### src/rtl/alu_flags_pkg.sv
// Shared definitions for the ALU flag generators: default word width, compare mode
// and a helper that picks the signed or unsigned less-than result.

package alu_flags_pkg;

    localparam int unsigned DEFAULT_WORDSIZE = 64;

    typedef enum logic {
        CMP_SIGNED   = 1'b0,
        CMP_UNSIGNED = 1'b1
    } cmp_mode_e;

    typedef logic [DEFAULT_WORDSIZE-1:0] word_t;

    function automatic logic sel_less(input cmp_mode_e mode, input logic lt_u, input logic lt_s);
        return (mode == CMP_UNSIGNED) ? lt_u : lt_s;
    endfunction

endpackage

### src/rtl/less_sub_core.sv
// Combinational (WORDSIZE+1)-bit subtractor producing borrow, sign, overflow and zero flags
// for a - b.

module less_sub_core #(
    parameter int unsigned WORDSIZE = 64
) (
    input  logic [WORDSIZE-1:0] i_a,
    input  logic [WORDSIZE-1:0] i_b,
    output logic                o_c,
    output logic                o_n,
    output logic                o_v,
    output logic                o_zero
);

    logic [WORDSIZE:0] w_diff;
    logic              w_a_msb;
    logic              w_b_msb;

    // Zero-extended operands: the extra top bit of the difference is the borrow out.
    assign w_diff  = {1'b0, i_a} - {1'b0, i_b};
    assign w_a_msb = i_a[WORDSIZE-1];
    assign w_b_msb = i_b[WORDSIZE-1];

    assign o_c    = w_diff[WORDSIZE];
    assign o_n    = w_diff[WORDSIZE-1];
    assign o_v    = (w_a_msb ^ w_b_msb) & (w_a_msb ^ w_diff[WORDSIZE-1]);
    assign o_zero = (w_diff[WORDSIZE-1:0] == '0);

endmodule

### src/rtl/less_flag.sv
// Registered less-than flag (signed/unsigned) with one cycle of latency and a valid flag.
// Optional registered equal output enabled by defining LESS_FLAG_EQUAL_EN.

module less_flag
    import alu_flags_pkg::*;
#(
    parameter int unsigned WORDSIZE = DEFAULT_WORDSIZE
) (
    input  logic                clk,
    input  logic                reset,
    input  logic                in_valid,
    input  logic                is_unsigned,
    input  logic [WORDSIZE-1:0] input_a,
    input  logic [WORDSIZE-1:0] input_b,
`ifdef LESS_FLAG_EQUAL_EN
    output logic                equal,
`endif
    output logic                less,
    output logic                out_valid
);

    logic      w_c;
    logic      w_n;
    logic      w_v;
    logic      w_zero;
    logic      w_lt_u;
    logic      w_lt_s;
    logic      w_less;
    cmp_mode_e w_mode;

    logic      r_less;
    logic      r_valid;

    less_sub_core #(
        .WORDSIZE (WORDSIZE)
    ) u_sub_core (
        .i_a    (input_a),
        .i_b    (input_b),
        .o_c    (w_c),
        .o_n    (w_n),
        .o_v    (w_v),
        .o_zero (w_zero)
    );

    assign w_mode = cmp_mode_e'(is_unsigned);
    assign w_lt_u = w_c;
    assign w_lt_s = w_n ^ w_v;
    // Zero gating is redundant with the flag math but makes the equal-operand case explicit.
    assign w_less = sel_less(w_mode, w_lt_u, w_lt_s) & ~w_zero;

    always_ff @(posedge clk or posedge reset) begin
        if (reset) begin
            r_less  <= 1'b0;
            r_valid <= 1'b0;
        end else begin
            r_valid <= in_valid;
            if (in_valid) begin
                r_less <= w_less;
            end
        end
    end

    assign less      = r_less;
    assign out_valid = r_valid;

`ifdef LESS_FLAG_EQUAL_EN
    logic r_equal;

    always_ff @(posedge clk or posedge reset) begin
        if (reset) begin
            r_equal <= 1'b0;
        end else if (in_valid) begin
            r_equal <= w_zero;
        end
    end

    assign equal = r_equal;
`endif

endmodule

### config.mk
export PLATFORM = sky130hd
export DESIGN_NAME = less_flag
export DESIGN_NICKNAME = d
export VERILOG_FILES = /design/src/rtl/alu_flags_pkg.sv /design/src/rtl/less_sub_core.sv /design/src/rtl/less_flag.sv
export SDC_FILE = /design/constraint.sdc
export NUM_CORES = 1
export LEC_CHECK = 0
export BUFFER_PORTS_ARGS = -buffer_cell sky130_fd_sc_hd__buf_4
export CAP_MARGIN = 40
export CORE_ASPECT_RATIO = 0.8
export CORE_MARGIN = 5
export CORE_UTILIZATION = 45
export DETAILED_ROUTE_END_ITERATION = 10
export PLACE_DENSITY = 0.71
export SLEW_MARGIN = 20
export SYNTH_ARGS = -nofsm -noshare
export SYNTH_HDL_FRONTEND = slang
export SYNTH_SLANG_ARGS = --single-unit
### constraint.sdc
create_clock -name clk -period 4.66 [get_ports clk]
set_clock_uncertainty 0.2 [all_clocks]
set_input_delay 0.466 -clock clk [delete_from_list [all_inputs] [get_ports clk]]
set_output_delay 0.466 -clock clk [all_outputs]
set_load 0.01 [all_outputs]
==> summary.md <==
| Metric | Value |
|---|---|
| Run status | `finished, violations left` |
| Failing checks | `setup timing` |
| # rows | `33` |
| Die Area | `0.0126 mm2` |
| Number of synthesized flops with an enable pin | `0` |
| Clk_lat worst skew | `0.22 ns` |
| Ys Warns | `0` |
| Initial antenna violation count | `0` |
| CP Depth | `21` |
| R2r setup slk | `2.03 ns` |
| Post-Synthesis Cells | `729` |
| Vias per inst | `5.86` |
| Top Family by Delay on Critical Path | `simple AND/OR/NAND/NOR gates` |
| Area leader, netlist | `ha_1` |
| Synthesized Nets | `927` |
| Netlist cell types | `74` |
| Core region area | `0.0102 mm2` |
| Area contributors post-synth | `ha_1 17%, a21oi_1 7.6%, inv_1 6.7%` |
| Routed via count | `6502` |
| Register bit total from synthesis | `2` |
| RePlAce Congestion | `0.968` |
| Top cell by count, worst path | `nand3_1` |
| Cell with the most instances after synthesis | `inv_1` |
| Setup TNS | `-0.0621 ns` |
| Final Setup Violations | `1` |
| Post-synth top flop | `dfrtp_1` |
| FF-to-FF path depth | `11` |
| Setup crit end | `less` |
| Nets@finish | `1169` |
| GRT Total Usage | `28.6%` |
| Peak Freq | `212 MHz` |
| Share of cells above drive strength 1 | `32.7%` |
| Least-Margin Pin Slew | `0.609 ns` |
| Starting density of the core | `46.0%` |
| Die W | `124 um` |
| Worst r2r dst | `less` |
| Crit. End Element | `flip-flop` |
| Setup WS pre-CTS | `-0.544 ns` |
| Average cell area after synthesis | `6.47 um2` |
| DRC Markers | `0` |
| Post-synth ARST share | `100%` |
| Finished Core Util | `67.9%` |
| CTS H-tree depth | `1` |
| Die Height | `102 um` |
| R2R Path Start | `less` |
| Starting DRC count in detailed routing | `482` |
| Sink Count | `2` |
| GRT overflow | `0` |
| Final Hold Vio Count | `0` |
| CTS root buf | `clkbuf_16` |
| N_diodes | `0` |
| Largest net degree at the start of global routing | `12` |
| Syn-to-layout area delta | `47.5%` |
| Critical-path cell list | `buf_4 > ha_1 > nand4_1 > nor3_2 > buf_4 > nand3_1 > o311ai_2 > nand3_1 > o31ai_2 > a21oi_1 > o21ba_2 > fa_1 > nand4_1 > a2111oi_2 > nand3_1 > nor4b_2 > nand4b_1 > nor4b_2 > o2111ai_1 > nor4_2 > a21oi_1` |
| RSZ-0062 raised after global routing | `true` |
| Worst-case clock buffer depth | `2` |
| Worst Path Required | `4.55 ns` |
| Detail Placement HPWL | `16.6 mm` |
| Top cell type's share of synthesized area | `17.0%` |
| Final WS setup | `-0.0621 ns` |
| PwrDens | `157 mW/mm2` |
| Number of buffers created by CTS | `3` |
| Final Power | `1.09 mW` |
| Mapped cell area | `0.00471 mm2` |
| Clk slew on worst S/H paths | `0.03 ns` |
| Port bufs | `133` |
| Worst slew margin relative to its limit | `59.4%` |
| Top-Level Pins | `134` |
| Max-cap viol count | `0` |
| Lkg Pwr | `3.45 nW` |
| Slowest stage delay, CP | `0.47 ns` |
| Worst Hold Class | `input port to flip-flop` |
| CTS tree | `built` |
| Wire length of the first global-routing pass | `30.4 mm` |
| Final wirelength | `19.0 mm` |
| Worst Path Max Fanout | `3` |
| Minimum clock period | `4.72 ns` |
| Final Max Tran Viols | `0` |
| Worst VDD drop | `0.0000999 V` |
| Period utilisation layout | `101%` |
| CP Class | `input port to flip-flop` |
| CP Launch Type | `input port` |
| Crit-path slowest cell | `fa_1` |
| Crit path DAT | `4.62 ns` |
| Synth top cells by count | `84 x inv_1, 72 x a21oi_1, 72 x nand2_1` |
| Vias in the first global route | `6263` |
| 1st-pass router iterations | `7` |
| Sequential area share after synthesis | `1.06%` |
| Post-route ant nets | `0` |
| Crit path from | `input_a[38]` |
| Post-DR wirelength/cell | `17.2 um` |
| Filler cell count in the final layout | `898` |
| WP buf/inv | `2` |
repair_timing:
action / in CTS / in global routing
buffers inserted: 1 / 2
cloned: 0 / 0
endpoints found under the setup margin: 1 / 1
hold endpoints to repair: 2 / 0
resized for setup: 8 / 8
hold buffers: 1 / 0
pin swaps: 4 / 2
routing by layer:
metal,GRT usage [%],vias to the layer above,wire [um]
met3,5.85,48,1650
li1,-,3171,-
met4,5.90,0,464
met5,0,-,0
met1,39.4,2964,8750
met2,46.7,319,8160
area by class of cell:
type | count | area [um2] | area share, %
Multi-Input combinational cell | 610 | 4310 | 62.0
Timing Repair Buffer | 270 | 2030 | 29.2
Inverter | 84 | 315 | 4.54
Tap cell | 140 | 175 | 2.52
Clock buffer | 3 | 75.1 | 1.08
Sequential cell | 2 | 50.0 | 0.720
cells in the final DEF (no fill, tap or decap), drive strengths merged, types with 6 or more instances in the layout:
cell / Yosys / layout
o21ai: 58 / 58
nand4: 31 / 31
a211oi: 12 / 12
xor2: 14 / 14
xnor2: 23 / 23
nor2: 57 / 57
buf: 21 / 269
nand3: 17 / 17
nand2: 72 / 72
or3: 7 / 7
nand2b: 6 / 6
inv: 84 / 84
nor3: 13 / 13
a21oi: 75 / 75
a21o: 25 / 25
a31oi: 10 / 10
o211ai: 6 / 6
o21a: 16 / 16
nor4: 8 / 8
ha: 64 / 64
per-stage QoR:
step / hold WS (ns) / area [um2] / cells
2_1_floorplan: 0.00718 / 4780 / 729
3_3_place_gp: 0.144 / 6760 / 1102
3_5_place_dp: 0.141 / 6760 / 1102
4_1_cts: 0.180 / 6900 / 1107
5_1_grt: 0.176 / 6950 / 1109
6_report: 0.180 / 6950 / 1109
state kept, by name, indices dropped and copies added, names as in the netlist:
name / flops
less: 1
out_valid: 1
where the power goes:
part / internal (mW) / switching [mW]
Combinational: 0.437 / 0.504
Clock: 0.109 / 0.0214
Sequential: 0.0191 / 0.00101
how the worst min path moves through the flow:
stage                            to      from  cells after the start
final                     out_valid  in_valid                      1
after global routing      out_valid  in_valid                      1
after CTS                 out_valid  in_valid                      1
after detailed placement  out_valid     reset                      2
after global placement    out_valid     reset                      2
after floorplan                less     reset                      1
worst reg2reg max path: cells and delay by family (launching register included):
family,cells,cell delay [ns]
and+or+nand+nor,7,1.24
AOI/OAI and AO/OA,4,0.69
DFF,1,0.38
logic make-up (layout without fill, tap and decap cells):
kind of cell / Yosys count / count (layout) / synth area share, %
flops: 2 / 2 / 1.06
simple gates: 238 / 238 / 24.9
buf+inv: 117 / 357 / 10.5
compound gates: 266 / 266 / 38.2
xor+xnor: 37 / 37 / 6.87
mux: 3 / 3 / 0.637
fa+ha+maj: 66 / 66 / 17.8
No activity file was read; power rests on OpenSTA's default activity.
